<file path="src/rtl/ir_fetch.sv">
// MIPS54 instruction fetch + IR stage: word read from imem, IR latch, field decode.
// Optional wait-state timeout enabled by defining IR_FETCH_TIMEOUT_EN.
module ir_fetch #(
  parameter int TIMEOUT_CYCLES = 255
) (
  input  logic        clk,
  input  logic        rst_n,
  input  logic        fetch_start,
  input  logic [31:0] pc,
  output logic        imem_req,
  output logic [31:0] imem_addr,
  input  logic        imem_ack,
  input  logic [31:0] imem_rdata,
  output logic        busy,
  output logic        done,
  output logic        fault,
  output logic [31:0] ir,
  output logic [5:0]  opcode,
  output logic [4:0]  rs,
  output logic [4:0]  rt,
  output logic [4:0]  rd,
  output logic [4:0]  shamt,
  output logic [5:0]  funct,
  output logic [15:0] imm16,
  output logic        ext_sign
);

  typedef enum logic {
    S_IDLE = 1'b0,
    S_WAIT = 1'b1
  } state_t;

  state_t      state, state_nxt;
  logic        load_addr;
  logic        load_ir;
  logic        done_nxt;
  logic        fault_nxt;
  logic        timeout;
  logic        sign_nxt;

`ifdef IR_FETCH_TIMEOUT_EN
  logic [7:0] wcnt;

  always_ff @(posedge clk or negedge rst_n) begin
    if (!rst_n) begin
      wcnt <= '0;
    end else if (load_addr) begin
      wcnt <= '0;
    end else if (state == S_WAIT) begin
      wcnt <= wcnt + 8'd1;
    end
  end

  assign timeout = (wcnt == 8'(TIMEOUT_CYCLES));
`else
  logic unused_timeout_cfg;
  assign unused_timeout_cfg = ^TIMEOUT_CYCLES;
  assign timeout = 1'b0;
`endif

  // logical-immediate ops (andi/ori/xori/lui) zero-extend
  always_comb begin
    sign_nxt = 1'b1;
    unique case (1'b1)
      (imem_rdata[31:28] == 4'b0011): sign_nxt = 1'b0;
      default:                        sign_nxt = 1'b1;
    endcase
  end

  always_comb begin
    state_nxt = state;
    load_addr = 1'b0;
    load_ir   = 1'b0;
    done_nxt  = 1'b0;
    fault_nxt = 1'b0;
    unique case (state)
      S_IDLE: begin
        if (fetch_start) begin
          if (pc[1:0] != 2'b00) begin
            fault_nxt = 1'b1;
          end else begin
            load_addr = 1'b1;
            state_nxt = S_WAIT;
          end
        end
      end
      S_WAIT: begin
        if (imem_ack) begin
          load_ir   = 1'b1;
          done_nxt  = 1'b1;
          state_nxt = S_IDLE;
        end else if (timeout) begin
          fault_nxt = 1'b1;
          state_nxt = S_IDLE;
        end
      end
      default: state_nxt = S_IDLE;
    endcase
  end

  always_ff @(posedge clk or negedge rst_n) begin
    if (!rst_n) begin
      state     <= S_IDLE;
      imem_addr <= '0;
      ir        <= '0;
      ext_sign  <= 1'b1;
      done      <= 1'b0;
      fault     <= 1'b0;
    end else begin
      state <= state_nxt;
      done  <= done_nxt;
      fault <= fault_nxt;
      if (load_addr) begin
        imem_addr <= pc;
      end
      if (load_ir) begin
        ir       <= imem_rdata;
        ext_sign <= sign_nxt;
      end
    end
  end

  // request follows the state register so reset drops it at once
  assign imem_req = (state == S_WAIT);
  assign busy     = (state != S_IDLE);

  assign opcode = ir[31:26];
  assign rs     = ir[25:21];
  assign rt     = ir[20:16];
  assign rd     = ir[15:11];
  assign shamt  = ir[10:6];
  assign funct  = ir[5:0];
  assign imm16  = ir[15:0];

endmodule

</file>
<file path="config.mk">
export PLATFORM = sky130hd
export DESIGN_NAME = ir_fetch
export DESIGN_NICKNAME = d
export VERILOG_FILES = /design/src/rtl/ir_fetch.sv
export SDC_FILE = /design/constraint.sdc
export NUM_CORES = 1
export LEC_CHECK = 0
export ABC_AREA = 1
export ABC_CLOCK_PERIOD_IN_PS = 950
export CAP_MARGIN = 20
export CELL_PAD_IN_SITES_DETAIL_PLACEMENT = 0
export CELL_PAD_IN_SITES_GLOBAL_PLACEMENT = 2
export CORE_UTILIZATION = 18
export CTS_CLUSTER_DIAMETER = 150
export DETAILED_ROUTE_END_ITERATION = 7
export GPL_TIMING_DRIVEN = 0
export PLACE_DENSITY_LB_ADDON = 0.1
export SLEW_MARGIN = 20
export SYNTH_ARGS = -nofsm -noshare
export SYNTH_HDL_FRONTEND = slang
export SYNTH_SLANG_ARGS = --single-unit
</file>
<file path="constraint.sdc">
create_clock -name clk -period 0.95 [get_ports clk]
set_input_delay 0.19 -clock clk [delete_from_list [all_inputs] [get_ports clk]]
set_output_delay 0.19 -clock clk [all_outputs]
set_load 0.01 [all_outputs]
</file>
Word level (Yosys, flattened, before mapping)

Cells that the tools add are included.

Register bits after elaboration: 68
Logic and storage cells: 20

Eq/ne operators: 1
Mux-type cells: 11
Bitwise gates (word level): 1
Reductions and logical operators: 1

Operators with widths:

| cell                 | number |
|---|---|
| $mux W1              | 9 |
| $eq A4 B2 Y1 const B | 1 |
| $pmux W1 S2          | 2 |
| $reduce_bool A2 Y1   | 1 |
| $not A1 Y1           | 1 |

Longest topological paths before layout

Gate-level depths: netlist of the first run.

Depth in word-level cells: 4
Mapped depth: 6
Depth with buffers taken out: 5

Worst setup path before layout of the first run

No wires, ideal clock.

Kind: reg2reg
From: register state, in the netlist busy
To: register imem_addr[10]
Setup time: 117 ps
Arrival time: 960 ps
Data required time: 833 ps
Slack: -127 ps
Cell stages (with the launch flop): 6
Clock period less this slack: 1077 ps
Cell sequence: dfrtp_1 > nor2_4 > nand2_2 > buf_2 > nand2_1 > nand2_1

Longest elaborated chain between the ends: 1

Ends and longest elaborated chain:

| what                   | line | RTL |
|---|---|---|
| from (decl)            | 33   | `state_t state, state_nxt;` |
| from (signal assigned) | 110  | `state <= state_nxt;` |
| $mux W1                | 76   | `unique case (state)` |
| to (signal assigned)   | 114  | `imem_addr <= pc;` |
| to (decl)              | 11   | `output logic [31:0] imem_addr,` |

No other way between the ends.
A chain may end at the register's enable or synchronous reset.

Worst setup path in the final report of the first run

From: register ir[15]
To: output port ir[15]

RTL lines:

| what                   | line | RTL |
|---|---|---|
| from (decl)            | 17   | `output logic [31:0] ir,` |
| from (signal assigned) | 117  | `ir <= imem_rdata;` |

No word-level cell between the ends.

==> results of run 1 <==
[cells by family (layout without fill, tap and decap cells)]
logic type | count (synthesis) | count (layout)
flip-flops | 68 | 68
AO/OA/AOI/OAI | 3 | 3
AND/OR/NAND/NOR | 197 | 197
buffers and inverters | 68 | 325
[worst max-delay path, cell delays in order (launching register included)]
cell     delay, ps
dfrtp_1        420
buf_6          140
buf_6          100
buf_6          110
[through the flow]
stage | util, % | hold slack (ps) | setup slack, ps | total power [mW]
6_report | 40.6 | -197 | -344 | 13.3
5_1_grt | 40.6 | -165 | -383 | 14.1
3_5_place_dp | 32.1 | 190 | -497 | 8.69
4_1_cts | 37.8 | -176 | -353 | 12.8
3_3_place_gp | 32.0 | 453 | -3400 | 8.65
2_1_floorplan | - | -106 | -82.9 | 5.85
[where the power goes]
group          internal, mW  switching, mW  leakage, nW
registers              3.53          0.599        0.845
logic                  3.67           2.09         2.35
clock network          2.14           1.22        0.145
total                  9.34           3.91         3.34
[timing repair]
action | CTS | global route
resized for setup | 659 | 76
hold endpoints to repair | 33 | 33
cloned | 7 | 1
buffers inserted | 37 | 20
setup endpoints to repair | 181 | 185
pin swaps | 12 | 10
[final timing paths]
check,from,to,slack [ps],depth (start not counted)
max in group asynchronous,rst_n,ext_sign,520,2
worst max register to register,busy,imem_addr[16],-320,6
worst max-delay path,ir[15],ir[15],-340,3
min in group clk,imem_rdata[1],ir[1],400,3
worst min-delay path,rst_n,ir[5],-200,1
worst min register to register,imem_addr[24],imem_addr[24],470,2
[metal layers]
layer  up-vias  part of all wire [%]  global-route usage (%)
met4         0                   1.9                    6.09
li1       1507                     -                       -
met5         -                     0                       0
met2       116                    50                    21.5
met3        12                   8.2                    3.66
met1      1432                    40                    14.1
[registers in the layout (all words and copies together) (netlist names)]
register,flops
ir,32
fault,1
busy,1
done,1
ext_sign,1
imem_addr,32
[cell usage in the layout (no fill, tap or decap), types with 3 or more instances in the layout]
cell type,instances
buf_12,3
buf_16,5
buf_2,47
buf_4,38
buf_6,136
buf_8,9
clkbuf_16,10
clkdlybuf4s50_1,66
dfrtp_1,61
dfrtp_2,6
inv_1,3
nand2_1,86
nand2_2,60
nand2_4,16
nand3_1,29
[cell type report]
cell class / count / area, sq um / share of cell area [%]
repair buffers: 248 / 2420 / 37.1
well taps: 216 / 270 / 4.15
clock inverters: 2 / 35.0 / 0.538
repair inverters: 1 / 16.3 / 0.250
multi-input cells: 200 / 1120 / 17.2
plain buffers: 58 / 659 / 10.1
clock buffers: 12 / 256 / 3.94
inverters: 4 / 27.5 / 0.422
flip-flops and latches: 68 / 1710 / 26.2
==> impl_results.md, run 1 <==
- Worst EP required: ~760 ps
- Area Growth Syn to Fin: 118%
- Core Region: about 16,000 sq um
- Largest net degree at the start of global routing: 36
- Largest family of logic cells by synthesized area: simple AND/OR/NAND/NOR gates
- Die Y: 131 microns
- TritonCTS Buffers: 9
- Status: finished, violations left
- GRT Total Usage: 12.5%
- Antenna violations before repair: 0
- Setup slack after layout: -344 ps
- Wire per inst: around 13 microns
- First-pass GRT wire length: between 15,000 and 20,000 microns
- Fmax: roughly 0.77 GHz
- Fin. Hold Viols: 33
- Clk slew on worst S/H paths: roughly 50 ps
- Sequential share of the synthesized area: between 50% and 60%
- Largest cells by area after synthesis: dfrtp_1 56%, nand2_1 20%, buf_4 12%
- Max-slew violations: 0
- Total Die Area: 17,200 sq um
- IO Port Bufs: around 180
- Clk_lat worst skew: ~340 ps
- Ant. Diodes: 0
- TritonCTS clock tree: done
- Mapped Cells: between 300 and 400
- Fin cells: 809
- Final instance area: between 6000 and 7000 sq um
- CP max FO: 3
- Setup TNS: -36,170 ps
- Tmin final: between 1000 and 1500 ps
- Async SR Flop Fraction: 100%
- Failing checks: negative hold slack, negative setup slack
- Mux share of post-synthesis cell area: 0%
- Simple-gate share of the synthesized area: a little over a quarter
- Placed inst area: approximately 5000 sq um
- LEAKAGE: 3.34 nW
- Kind of critical path: reg2out
- Initial Util: between 10% and 20%
- Maxcap violations: 0
- Via count: around 3,100
- Synthesized flop and latch total: 68
- Worst slew margin: between 60% and 70%
- I/O pin count: about 190
- RSZ-0062 raised after global routing: yes
- Clk_skew: between 5 and 6 ps
- Routed Antenna Nets: 0
- Fin Hold WS: -197 ps
- Post-synth cell types: 16
- GR Overflow Total: 0
- Pwr/cell area: between 2000 and 2500 nW/um^2
- Iteration-0 DRC Markers: 56
- Average size of a mapped cell: a little under 9 sq um
- Synth warn: 0
- Worst vdd ir: roughly 0.00084 V
- Leading area contributor after synthesis: dfrtp_1
- Filler cell count: approximately 1,600
- Post-DR vias/cell: around 3.8
- Final period util: 136%
- Placed Cells: about 740
- Worst Setup End Kind: primary output
- Adder-Cell Fraction of Synth Area: 0%
- # clock sinks: 68
- Root Driver: clkbuf_16
- Compound-Gate Fraction of Synth Area: less than 1%
- Top cells by count, synth: 161 x nand2_1, 67 x dfrtp_1, 49 x buf_4, 30 x nand3_1, 12 x buf_2
- Top cell type's share of synthesized area: between 50 and 60%
- DRC: 0
- Post-synth EDFFs: 0
- Worst hold path class: in2async
- Die width: 131 microns
- Measured slew at the worst slew-check pin: a little under 500 ps
- Most frequent cell after synthesis: nand2_1
- Final GP Congestion: approximately 0.63
- Most used DFF post-synth: dfrtp_1
- DRT Pass-1 Iters: 4
- Standard-cell rows: between 40 and 50
- Number of global-route vias before repair: 3,038
- Routed wire length: between 10,000 and 15,000 microns
- Post-Syn Area: between 2000 and 3000 sq um
- Syn nets: roughly 400
- Layout cell share with drive strength beyond 1: between 50% and 60%
- Setup Viol. Count Final: 184
- DP Wirelength: 7070 microns
- Synth Area in XOR/XNOR: 0%
- Startpoint types: flop
- Nets: around 660
- H-tree levels: 3
- CTS Buffer Depth: 2
- WP data arrival: ~1100 ps
No activity file was read; power rests on OpenSTA's default activity.
==> inputs of run 2 (changes only) <==
GPL_TIMING_DRIVEN = default   (was 0)
PLACE_DENSITY = 0.89   (was default)
PLACE_DENSITY_LB_ADDON = default   (was 0.1)
==> impl_results.md, run 2 (same netlist as run 1, synthesis figures left out) <==
- Footprint of the multi-input gates: 1170 sq um (+4.2%)
- Number of global-route vias before repair: 2,891 (-4.8%)
- Layout cell share with drive strength beyond 1: 54.0% (-4.1 points)
- Kind of critical path: reg2reg
- Core Region: 16,100 sq um (unchanged)
- Final Power: 11.9 mW (-11%)
- TritonCTS clock tree: done
- Max incr delay on CP: 470 ps (+50 ps)
- Final period util: 130% (-6.1 points)
- Failing checks: negative setup slack
- Top Metal Used: met4
- Biggest registers after layout: imem_addr: 32 flops, ir: 32 flops
- Worst path slowest cell: dfrtp_2
- Antenna violations before repair: 0 (unchanged)
- CP cell instances: buf_6 > nor2_4 > nand2_4 > buf_12 > nand2_1 > nand2_1
- CP max FO: 21 (+18)
- IO Port Bufs: 184 (unchanged)
- First-pass GRT wire length: 14,800 microns (-7.1%)
- Maxcap violations: 0 (unchanged)
- Setup TNS: -27,660 ps (+8510 ps)
- Post-DR vias/cell: 3.85 (+1.5%)
- Cell mode on critical path: nand2_1
- Clk_lat worst skew: 330 ps (about the same)
- Worst slew margin: 82.9% (+15 points)
- Most common cell after layout, fill and taps aside: nand2_1
- Setup Viol. Count Final: 183 (-0.54%)
- Worst hold path class: in2reg
- DP Wirelength: 6500 microns (-8.0%)
- Fmax: 0.809 GHz (+4.7%)
- Total Die Area: 17,200 sq um (unchanged)
- Worst EP required: 1170 ps (+410 ps)
- Ant. Diodes: 0 (unchanged)
- GRT Total Usage: 11.6% (-0.87 points)
- Core Util, Final: 36.4% (-4.2 points)
- Clk_skew: 4.52 ps (-0.947 ps)
- Initial Util: 18.6% (unchanged)
- Nets: 609 (-7.4%)
- Final GP Congestion: 0.696 (+9.9%)
- Startpoint types: flop
- # clock sinks: 68 (unchanged)
- I/O pin count: 185 (unchanged)
- Worst Setup End Kind: flop
- Setup slack after layout: -286 ps (+58.0 ps)
- TritonCTS Buffers: 9 (unchanged)
- Max-slew violations: 0 (unchanged)
- CTS Buffer Depth: 2 (unchanged)
- Metal3 WL: 917 microns (+3.4%)
- Fin. Hold Viols: 0 (-100%)
- Clk slew on worst S/H paths: 50 ps (about the same)
- Routed wire length: 10,200 microns (-5.4%)
- H-tree levels: 3 (unchanged)
- Worst vdd ir: 0.000776 V (-7.1%)
- Iteration-0 DRC Markers: 90 (+61%)
- Pwr/cell area: 2030 nW/um^2 (-0.23%)
- RSZ-0062 raised after global routing: yes
- Placed inst area: 4860 sq um (-5.6%)
- DRC: 0 (unchanged)
- Wire per inst: 13.4 microns (+0.47%)
- LEAKAGE: 3.06 nW (-8.3%)
- Area Growth Syn to Fin: 95.0%
- Largest net degree at the start of global routing: 37 (+2.8%)
- Tmin final: 1240 ps (-58.0 ps)
- DRT Pass-1 Iters: 4 (unchanged)
- Top delay family on crit path: flip-flops
- Filler cell count: 1,575 (-2.1%)
- WP data arrival: 1450 ps (+350 ps)
- Standard-cell rows: 46 (unchanged)
- Die Y: 131 microns (unchanged)
- Routed Antenna Nets: 0 (unchanged)
- Measured slew at the worst slew-check pin: 256 ps (-226 ps)
- Via count: 2,933 (-4.4%)
- CP bufs+invs: 2 (-1)
- Met1 WL: 3910 microns (-8.8%)
- GR Overflow Total: 0 (unchanged)
- DR WL met2: 5200 microns (-3.3%)
- Die width: 131 microns (unchanged)
- Sequential Area: 1710 sq um (-0.22%)
- Status: finished, violations left
- Fin Hold WS: 328 ps (+524 ps)
- Final instance area: 5840 sq um (-10%)
- Commonest non-fill, non-tap cells in the layout: 82 x nand2_1, 74 x buf_2, 65 x clkdlybuf4s50_1, 64 x dfrtp_1, 60 x buf_6
- Root Driver: clkbuf_16
==> run 2: where the power goes <==
group          leakage [nW]  total, mW  internal (mW)  switching (mW)
logic                  2.07       4.64           2.64            2.00
clock network         0.140       3.17           1.98            1.19
registers             0.849       4.04           3.52           0.515
total                  3.06       11.9           8.14            3.71
==> run 2: through the flow <==
stage	setup WS [ps]	instances
after global routing	-349	762
after global placement	-457	690
final	-286	762
after CTS	-295	749
after floorplan	-82.9	336
after detailed placement	-457	690
==> run 2: layout make-up <==
cell class              instances  share of cell area (%)
flip-flops and latches         68                    29.2
multi-input cells             200                    20.0
clock inverters                 1                  0.0857
inverters                       4                   0.471
clock buffers                  15                    4.76
repair buffers                258                    40.8
well taps                     216                    4.63
==> run 2: final timing paths <==
path / end / slack, ps / startpoint / depth (start not counted)
max in group asynchronous: ext_sign / 330 / rst_n / 3
min in group asynchronous: ir[31] / 390 / rst_n / 3
max: imem_addr[6] / -290 / busy / 6
max reg2reg: imem_addr[6] / -290 / busy / 6
min reg2reg: imem_addr[30] / 480 / imem_addr[30] / 2
min: busy / 330 / imem_ack / 2
==> run 2: timing repair <==
item,4_1_cts,5_1_grt
hold buffers,1,0
gates resized for setup,567,98
endpoints found under the hold margin,67,0
endpoints found under the setup margin,184,185
buffers inserted,36,15
pin swaps,10,13
cloned,6,0
==> run 2: layer usage <==
metal	vias up	global-route usage, %
met2	135	20.4
met4	0	4.94
li1	1405	-
met5	-	0
met1	1381	12.1
met3	12	5.01
